### config.mk
export PLATFORM = sky130hd
export DESIGN_NAME = bram_port_requester
export DESIGN_NICKNAME = d
export VERILOG_FILES = /design/src/rtl/bram_port_requester.sv
export SDC_FILE = /design/constraint.sdc
export NUM_CORES = 1
export LEC_CHECK = 0
export CORE_MARGIN = 1.5
export CORE_UTILIZATION = 45
export CTS_BUF_LIST = sky130_fd_sc_hd__clkbuf_8
export CTS_CLUSTER_DIAMETER = 150
export DETAILED_ROUTE_END_ITERATION = 8
export PLACE_DENSITY = 0.72
export SLEW_MARGIN = 10
export SYNTH_ARGS = -nofsm -noshare
export SYNTH_HDL_FRONTEND = slang
export SYNTH_SLANG_ARGS = --single-unit
### constraint.sdc
create_clock -name CLK -period 4.2 [get_ports CLK]
set_input_delay 0.42 -clock CLK [delete_from_list [all_inputs] [get_ports CLK]]
set_output_delay 0.42 -clock CLK [all_outputs]
set_load 0.005 [all_outputs]
### src/rtl/bram_port_requester.sv
// Drives one BRAM2 port from a valid/ready request stream and returns read data
// through a credit-limited response FIFO, so a stalled consumer never loses data.
module bram_port_requester #(
  parameter int PIPELINED  = 0,
  parameter int ADDR_WIDTH = 1,
  parameter int DATA_WIDTH = 1,
  parameter int RSP_DEPTH  = 4
) (
  input  logic                           CLK,
  input  logic                           RST_N,
  input  logic                           req_valid,
  output logic                           req_ready,
  input  logic                           req_we,
  input  logic [ADDR_WIDTH-1:0]          req_addr,
  input  logic [DATA_WIDTH-1:0]          req_wdata,
  output logic                           rsp_valid,
  input  logic                           rsp_ready,
  output logic [DATA_WIDTH-1:0]          rsp_rdata,
  output logic                           bram_en,
  output logic                           bram_we,
  output logic [ADDR_WIDTH-1:0]          bram_addr,
  output logic [DATA_WIDTH-1:0]          bram_wdata,
  input  logic [DATA_WIDTH-1:0]          bram_rdata,
  output logic [$clog2(RSP_DEPTH+1)-1:0] rd_pending,
  output logic                           idle
);

  localparam int LAT = 1 + PIPELINED;
  localparam int CW  = $clog2(RSP_DEPTH + 1);
  localparam int PW  = (RSP_DEPTH > 1) ? $clog2(RSP_DEPTH) : 1;
  localparam logic [PW-1:0] LAST_IDX = PW'(RSP_DEPTH - 1);

  logic                  accept;
  logic                  rd_accept;
  logic                  capture;
  logic                  pop;
  logic [LAT-1:0]        rd_pipe;
  logic [DATA_WIDTH-1:0] fifo_mem [RSP_DEPTH];
  logic [PW-1:0]         head;
  logic [PW-1:0]         tail;
  logic [CW-1:0]         fifo_count;

  // Credit covers every read from accept until its response is popped.
  assign req_ready = RST_N && (rd_pending < CW'(RSP_DEPTH));
  assign accept    = req_valid && req_ready;
  assign rd_accept = accept && !req_we;
  assign capture   = rd_pipe[LAT-1];
  assign rsp_valid = (fifo_count != '0);
  assign pop       = rsp_valid && rsp_ready;
  assign rsp_rdata = rsp_valid ? fifo_mem[head] : '0;
  assign idle      = (rd_pending == '0);

  assign bram_en    = accept;
  assign bram_we    = req_we;
  assign bram_addr  = req_addr;
  assign bram_wdata = req_wdata;

  always_ff @(posedge CLK) begin
    if (!RST_N) begin
      rd_pipe    <= '0;
      head       <= '0;
      tail       <= '0;
      fifo_count <= '0;
      rd_pending <= '0;
    end else begin
      rd_pipe <= (rd_pipe << 1) | LAT'(rd_accept);
      if (capture)
        tail <= (tail == LAST_IDX) ? '0 : tail + 1'b1;
      if (pop)
        head <= (head == LAST_IDX) ? '0 : head + 1'b1;
      case ({capture, pop})
        2'b10:   fifo_count <= fifo_count + 1'b1;
        2'b01:   fifo_count <= fifo_count - 1'b1;
        default: fifo_count <= fifo_count;
      endcase
      case ({rd_accept, pop})
        2'b10:   rd_pending <= rd_pending + 1'b1;
        2'b01:   rd_pending <= rd_pending - 1'b1;
        default: rd_pending <= rd_pending;
      endcase
    end
  end

  // BRAM output is only trusted on the exact latency cycle of a live read.
  always_ff @(posedge CLK) begin
    if (RST_N && capture)
      fifo_mem[tail] <= bram_rdata;
  end

  a_no_full_capture: assert property (@(posedge CLK) disable iff (!RST_N)
    capture |-> (fifo_count < CW'(RSP_DEPTH)));
  a_pending_bound: assert property (@(posedge CLK) disable iff (!RST_N)
    rd_pending <= CW'(RSP_DEPTH));
  a_no_underflow: assert property (@(posedge CLK) disable iff (!RST_N)
    pop |-> (rd_pending != '0));

endmodule

==> metrics, run 1 <==
post-CTS setup repair buffer count 0; critical path's largest stage delay 0.63 ns; Final setup viols 0; crit path DAT 2.79 ns; Yosys warning total 0; pre-CTS setup slack 1.31 ns; area of the multi-input gates between 400 and 500 sq um; fin nets 114; period utilization 62.2%; root buf cell clkbuf_8; CTS sink count 17; Setup Skew roughly 0.0036 ns; final critical-path required period 2.61 ns; status complete, no violations; filler instances 158; Area Growth Syn to Fin 22.3%; setup TNS 0 ns; Netlist cell types 25; post-DP HPWL 1.08 mm; #FFs+latches synth 17; CTS Hold Bufs 0; critical path's top delay family simple AND/OR/NAND/NOR gates; initial antenna violation count 0; first-pass GRT wire length between 2 and 2.5 mm; row cnt 15; vias 574; Area contributors post-synth dfxtp_1, edfxtp_1, ha_1; Placer Congestion 0.719; area of the die roughly 2200 sq um; RSZ-0062 raised after global routing no; core area between 1500 and 2000 sq um; Synth area leader dfxtp_1; Peak VDD IR roughly 0.23 mV; DRC 0; WP buf/inv 2; top_reg_cell synth dfxtp_1; endpoints failing hold 0; pwr/cell area between 500 and 600 nW/um^2; worst skew pair latency 0.25 ns; final instance area 1040 sq um; I/O pin cnt 19; share of the synthesized area in the top cell type 30.5%; Crit Path Class input pin to flop; clock slew at reported path FFs roughly 0.060 ns; worst slew pin tran around 0.43 ns; most instantiated library cell after synthesis dfxtp_1; syn_nets between 90 and 100; Mapped Area 855 sq um; Worst Hold Class flop to flop; Antenna Nets Post-Route 0; Mean Syn Cell Area 10.4 sq um; GRT Residual Overflow 0; Total Wirelength 1.35 mm; max cap viols 0; Die Wd 46.6 microns; DRT iter0 DRCs 4; register area share after synthesis 44.5%; clock tree from TritonCTS built; asr flop ratio synth 0%; max_slew headroom 71.2%; Num CTS Buffers 3; PnR worst setup slack 1.59 ns; Synth Instances 82; Wirelength per Cell ~11 microns; Crit. End Element flop; Slew Limit Fails 0; ANT cells 0; launching element type of the critical path input pin; initial core utilization 48.4%; CTS resizes 0; Fmax 383 MHz; drt first pass iters 4; worst hold slack 0.517 ns; H-tree depth 1; Critical Path RT roughly 4.4 ns; Sequential Area 380 sq um; number of global-route vias before repair 550; CP max FO 16; DR vias/cell 4.74; cell-by-cell trace of the critical path clkdlybuf4s50_1, nor2b_1, and2_1, nand2b_1, ha_1, inv_1, fa_1, xor2_1, or3_1, a21boi_1; area post-placement 1000 sq um; die height 46.6 microns; top post-synthesis cells by count dfxtp_1, inv_1, ha_1, and2_1, o21ai_0; EDFF count, synth 4; CTS max path bufs 2; reg2reg setup slack 2.20 ns; layout cell share with drive strength beyond 1 5.21%; IO buf count 14; GR Util All Layers about 15%; Static Leak approximately 0.41 nW; slowest CP cell clkdlybuf4s50_1; largest net degree at the start of global routing 17
[report_power, final]
group | internal [W] | total [W] | switching (W)
sequential | 0.000193 | 0.000217 | 0.0000236
combinational | 0.000115 | 0.000198 | 0.0000830
clock | 0.0000647 | 0.000115 | 0.0000507
total | 0.000373 | 0.000530 | 0.000157
[routing by layer]
metal / routed length, microns / GRT usage, %
met4: 18 / 6.86
met3: 48 / 3.53
met1: 621 / 17.5
met5: 0 / 0
met2: 656 / 25.8
[cell type report]
type	count	area share, %
Clock inverter	1	0.359
Inverter	10	3.59
Sequential cell	17	36.4
Clock buffer	3	3.95
Tap cell	25	2.99
Multi-Input combinational cell	51	39.3
Timing Repair Buffer	14	13.4
[path summary, 6_finish.rpt]
check / startpoint / end / depth (start not counted)
max: RST_N / rd_pending[2] / 10
min reg2reg: fifo_count[2] / fifo_count[2] / 2
max reg2reg: rd_pending[2] / rd_pending[2] / 9
min: fifo_count[2] / fifo_count[2] / 2
[layout by cell type (no fill, tap or decap)]
cell type	count
clkdlybuf4s50_1	14
fa_1	2
inv_1	11
nor3_1	2
mux4_2	1
a21boi_1	3
xor2_1	2
nand2_1	4
o31ai_2	1
and2b_1	1
mux2i_1	1
edfxtp_1	4
nor2_1	1
o21a_1	1
nor2b_1	2
ha_1	7
dfxtp_1	13
xnor2_1	2
nand3_1	1
and2_1	6
o21ai_0	5
and3_1	4
clkbuf_8	3
nand2b_1	1
or3_1	4
[metrics by stage]
| stage | util, % | instances | power, W |
|---|---|---|---|
| floorplan | - | 82 | 0.000333 |
| global placement | 56.7 | 117 | 0.000406 |
| detailed placement | 56.7 | 117 | 0.000421 |
| CTS | 59.2 | 121 | 0.000536 |
| global route | 59.2 | 121 | 0.000570 |
| finish | 59.2 | 121 | 0.000530 |
[tightest hold or removal path: cells and delay by family (launching register included)]
kind,cells,cell delay (ns)
flip-flops,1,0.33
AO/OA/AOI/OAI,2,0.14
[cells by family (layout without fill, tap and decap cells)]
kind of cell | count (synthesis) | in the layout | synth area share (%)
AOI/OAI and AO/OA | 10 | 10 | 7.91
xor gates and xnor gates | 4 | 4 | 4.10
adders and majority gates | 9 | 9 | 14.9
buffers and inverters | 14 | 28 | 7.47
DFF | 17 | 17 | 44.5
muxes | 2 | 2 | 3.81
and+or+nand+nor | 26 | 26 | 17.3
(Power assumes the default switching activity.)
==> run 2, diff against run 1 <==
==> constraint.sdc (replaced) <==
create_clock -name CLK -period 2.57 [get_ports CLK]
set_input_delay 0.257 -clock CLK [delete_from_list [all_inputs] [get_ports CLK]]
set_output_delay 0.257 -clock CLK [all_outputs]
set_load 0.005 [all_outputs]
==> run 2 against run 1 <==
  * First-iteration DRC count decreased by 50%
  * Die area is the same
  * Sequential share of layout area decreased by 0.26 points
  * Worst hold slack got worse by 0.0067 ns
  * Global-route usage is 0.44 points lower
  * Non-clock buffer count is 1 higher
  * Clock power grew 68%
  * Total power up 63%
  * Via count grew 3.5%
  * Register-to-register slack worse by 1.6 ns
  * Highest routed layer unchanged
==> metrics, run 2 (same netlist as run 1, synthesis figures left out) <==
Setup Skew 0.00403 ns; CTS sink count 17; Crit Path Class input pin to flop; layout cell share with drive strength beyond 1 roughly 6.2%; DRT iter0 DRCs 2; initial antenna violation count 0; slowest CP cell clkdlybuf4s50_1; row cnt 15; launching element type of the critical path input pin; fin nets about 120; total power about 0.00086 W; I/O pin cnt 19; Reg-to-Reg Start rd_pending[2]; CP max FO 3; R2R cell count 9; number of global-route vias before repair 565; first-pass GRT wire length approximately 2.2 mm; Wirelength per Cell 10.7 microns; RR Endpoint rd_pending[2]; post-DP HPWL 1.01 mm; CTS resizes 0; filler instances 160; Antenna Nets Post-Route 0; Worst Hold Class flop to flop; CTS Hold Bufs 0; max_slew headroom 76.4%; H-tree depth 1; critical path's top delay family simple AND/OR/NAND/NOR gates; Peak VDD IR 0.430 mV; drt first pass iters 2; crit path DAT 2.29 ns; ANT cells 0; final instance area 1050 sq um; core area 1760 sq um; worst skew pair latency 0.25 ns; WP buf/inv 2; clock slew at reported path FFs 0.06 ns; DR vias/cell 4.87; Num CTS Buffers 3; Area Growth Syn to Fin 23.1%; Final setup viols 0; area post-placement ~1000 sq um; CTS max path bufs 2; initial core utilization 48.4%; die height 46.6 microns; most common cell after layout, fill and taps aside clkdlybuf4s50_1; Critical Path RT ~2.8 ns; Fmax 476 MHz; IO buf count 14; Crit. End Element flop; Slew Limit Fails 0; status complete, no violations; HP Start head[0]; max cap viols 0; GRT Residual Overflow 0; Placer Congestion just under 0.7; vias between 500 and 600; GR Util All Layers 14.6%; Die Wd 46.6 microns; setup TNS 0 ns; RSZ-0062 raised after global routing no; final critical-path required period roughly 2.1 ns; hold endpoint head[0]; pwr/cell area 821 nW/um^2; hold path depth 2; Final Core Density 59.6%; root buf cell clkbuf_8; DRC 0; Total Wirelength 1.31 mm; largest net degree at the start of global routing 16; most frequent cells in the layout clkdlybuf4s50_1, dfxtp_1, inv_1; post-CTS setup repair buffer count 0; worst slew pin tran 0.351 ns; cell-by-cell trace of the critical path clkdlybuf4s50_1, nor2b_1, and2_1, nand2b_1, ha_1, inv_1, fa_1, xor2_1, or3_1, a21boi_1; area of the die 2170 sq um; critical path's largest stage delay 0.42 ns; clock tree from TritonCTS built; endpoints failing hold 0; reg2reg setup slack approximately 0.57 ns; Static Leak 0.411 nW; period utilization slightly above 80%
[run 2: cell types whose count changed in the layout (fill, tap and decap cells not counted)]
cell / delta
buf_4: +1
[run 2: how the worst max path moves through the flow]
stage | from | to | cells after the start
final | RST_N | rd_pending[2] | 10
after global routing | RST_N | rd_pending[2] | 10
after CTS | RST_N | rd_pending[2] | 10
after detailed placement | RST_N | rd_pending[2] | 10
after global placement | RST_N | rd_pending[2] | 10
after floorplan | rd_pending[2] | rd_pending[2] | 9
[run 2: power breakdown]
| group | switching [W] | internal, W |
|---|---|---|
| sequential | 0.0000397 | 0.000316 |
| combinational | 0.000128 | 0.000187 |
| clock | 0.0000872 | 0.000106 |
[run 2: metrics by stage]
step           hold slack, ns  instances  worst slack [ns]
2_1_floorplan           0.356         82             0.658
3_3_place_gp            0.476        118             0.229
3_5_place_dp            0.507        118             0.189
4_1_cts                 0.514        122             0.443
5_1_grt                 0.514        122             0.346
6_report                0.510        122             0.469
[run 2: per-layer routing]
layer  wire length [microns]  GRT usage [%]  vias to the layer above  share of wire (%)
met5                       0              0                        -                  0
met1                     576           16.3                      278                 44
met2                     659           24.7                       13                 50
met4                      23           9.14                        0                1.8
li1                        -              -                      299                  -
met3                      49           3.53                        4                3.7
[run 2: layout make-up]
class | count | area, sq um | area share, %
multi-input cells | 51 | 410 | 39.0
flip-flops and latches | 17 | 380 | 36.1
repair buffers | 15 | 148 | 14.0
clock buffers | 3 | 41.3 | 3.92
inverters | 10 | 37.5 | 3.57
well taps | 25 | 31.3 | 2.97
clock inverters | 1 | 3.75 | 0.357
[run 2: tightest hold or removal path, stage by stage, from the launching register on]
cell	delay [ns]
dfxtp_1	0.33
nand2_1	0.06
a21boi_1	0.07
==> run 3, diff against run 2 <==
--- a/config.mk
+++ b/config.mk
@@ -10,7 +10,7 @@
 export CTS_BUF_LIST = sky130_fd_sc_hd__clkbuf_8
 export CTS_CLUSTER_DIAMETER = 150
 export DETAILED_ROUTE_END_ITERATION = 8
-export PLACE_DENSITY = 0.72
+export PLACE_DENSITY = 0.75
 export SLEW_MARGIN = 10
 export SYNTH_ARGS = -nofsm -noshare
 export SYNTH_HDL_FRONTEND = slang
==> constraint.sdc (replaced) <==
create_clock -name CLK -period 1.9 [get_ports CLK]
set_input_delay 0.19 -clock CLK [delete_from_list [all_inputs] [get_ports CLK]]
set_output_delay 0.19 -clock CLK [all_outputs]
set_load 0.005 [all_outputs]
==> run 3 against run 2 <==
  * Utilization is 4.5 points higher
  * Sequential cell count stayed put
  * Sequential power is 38% higher
  * Via count up 2.2%
  * Cell count is 5.7% higher
  * Wire length shrank 1.9%
  * Non-clock buffer count is 7 higher
  * Largest cell class unchanged
  * Combinational power up 54%
  * Global-route usage shrank 0.37 points
  * First-iteration DRC count increased to 5.0 times the previous value
  * Clock-buffer cell count unchanged
==> metrics, run 3 (same netlist as run 1, synthesis figures left out) <==
first-pass GRT wire length 2.08 mm; vias 607; fin nets 122; RSZ-0062 raised after global routing yes; Total Wirelength 1.28 mm; Num CTS Buffers 3; CTS sink count 17; H-tree depth 1; Placer Congestion roughly 0.65; GR Util All Layers between 10% and 20%; filler instances between 150 and 200; row cnt 15; # placed instances 124; launching element type of the critical path flop; worst skew pair latency 0.25 ns; Wirelength per Cell 9.94 microns; worst slew pin tran about 0.27 ns; status complete, no violations; core area 1760 sq um; Fmax 559 MHz; GRT Residual Overflow 0; Comb power frac 39.4%; layout cell share with drive strength beyond 1 21.2%; ANT cells 0; I/O pin cnt 19; max cap viols 0; PnR worst setup slack 0.112 ns; most common cell after layout, fill and taps aside clkdlybuf4s50_1; sw frac 29.1%; area of the die 2170 sq um; Final setup viols 0; Area Growth Syn to Fin 32.5%; Reg-to-Reg Start rd_pending[2]; Final Core Density 64.2%; Die Wd 46.6 microns; initial core utilization 48.4%; Sw Pwr 0.000357 W; max_slew headroom 82.0%; Slew Limit Fails 0; total power 0.00123 W; pwr/cell area 1080 nW/um^2; largest net degree at the start of global routing 16; Antenna Nets Post-Route 0; CTS Hold Bufs 0; drt first pass iters 2; beginning of the critical path rd_pending[2]; initial antenna violation count 0; DRT iter0 DRCs 10; final critical-path required period between 1.5 and 2 ns; clock slew at reported path FFs 0.06 ns; root buf cell clkbuf_8; HP Start rsp_ready; area of the multi-input gates 429 sq um; Int Power around 0.00087 W; Sequential Area a little under 400 sq um; DR vias/cell 4.71; number of global-route vias before repair just over 500; Peak VDD IR 0.621 mV; period utilization a little over nine tenths; clock tree from TritonCTS built; endpoints failing hold 0; Seq pwr share about two fifths; CTS max path bufs 2; Worst Hold Class input pin to flop; Critical Path RT roughly 2.1 ns; DRC 0; clock network fraction of total power 20.7%; Crit Path Class flop to flop; IO buf count 14; crit path DAT 1.97 ns; Static Leak 0.474 nW; die height approximately 47 microns; Non-Filler Instances 129; pre-CTS setup slack -0.355 ns; Setup Skew between 0.004 and 0.005 ns; most frequent cells in the layout clkdlybuf4s50_1, inv_1, dfxtp_1; Crit. End Element flop; post-DP HPWL 976 microns; CP max FO 2
## run 3: cell type report
type	count	share of cell area, %
inverters	10	3.31
flip-flops and latches	17	34.0
clock buffers	3	3.65
clock inverters	1	0.331
repair buffers	22	18.0
multi-input cells	51	37.9
well taps	25	2.76
## run 3: per-layer routing
| layer | GRT usage [%] | up-vias | routed length, microns |
|---|---|---|---|
| met5 | 0 | - | 0 |
| met4 | 8.57 | 0 | 28 |
| met3 | 5.49 | 4 | 66 |
| met2 | 21.1 | 14 | 588 |
| met1 | 17.3 | 277 | 599 |
| li1 | - | 312 | - |
## run 3: worst paths after layout
check / to / slack, ns / cells past startpoint
hold reg to reg: head[0] / 0.49 / 2
setup reg to reg: rd_pending[2] / 0.11 / 9
hold / removal: head[1] / 0.36 / 3
setup / recovery: rd_pending[2] / 0.11 / 9
## run 3: metrics by stage
step / area, sq um / hold WS, ns / setup TNS [ns]
2_1_floorplan: 856 / 0.289 / 0
3_3_place_gp: 1050 / 0.380 / -0.663
3_5_place_dp: 1050 / 0.380 / -0.748
4_1_cts: 1100 / 0.380 / 0
5_1_grt: 1130 / 0.380 / -0.0302
6_report: 1130 / 0.356 / 0
## run 3: what timing repair did
item / in CTS / in global routing
setup buffers: 0 / 1
pin swaps: 2 / 0
endpoints found under the setup margin: 1 / 5
resized for setup: 4 / 8
## run 3: power groups by stage
| stage | combinational [W] | sequential, W | clock (W) |
|---|---|---|---|
| detailed placement | 0.000464 | 0.000488 | 0 |
| CTS | 0.000469 | 0.000481 | 0.000257 |
| global placement | 0.000451 | 0.000486 | 0 |
| floorplan | 0.000257 | 0.000481 | 0 |
| global route | 0.000547 | 0.000501 | 0.000276 |
| finish | 0.000484 | 0.000490 | 0.000254 |
## run 3: worst max-delay path, stage by stage, from the launching register on
cell	delay (ns)
dfxtp_2	0.34
nor2b_2	0.04
and2_1	0.16
nand2b_1	0.07
ha_2	0.17
inv_1	0.05
fa_2	0.33
xor2_1	0.15
or3_1	0.30
a21boi_1	0.12
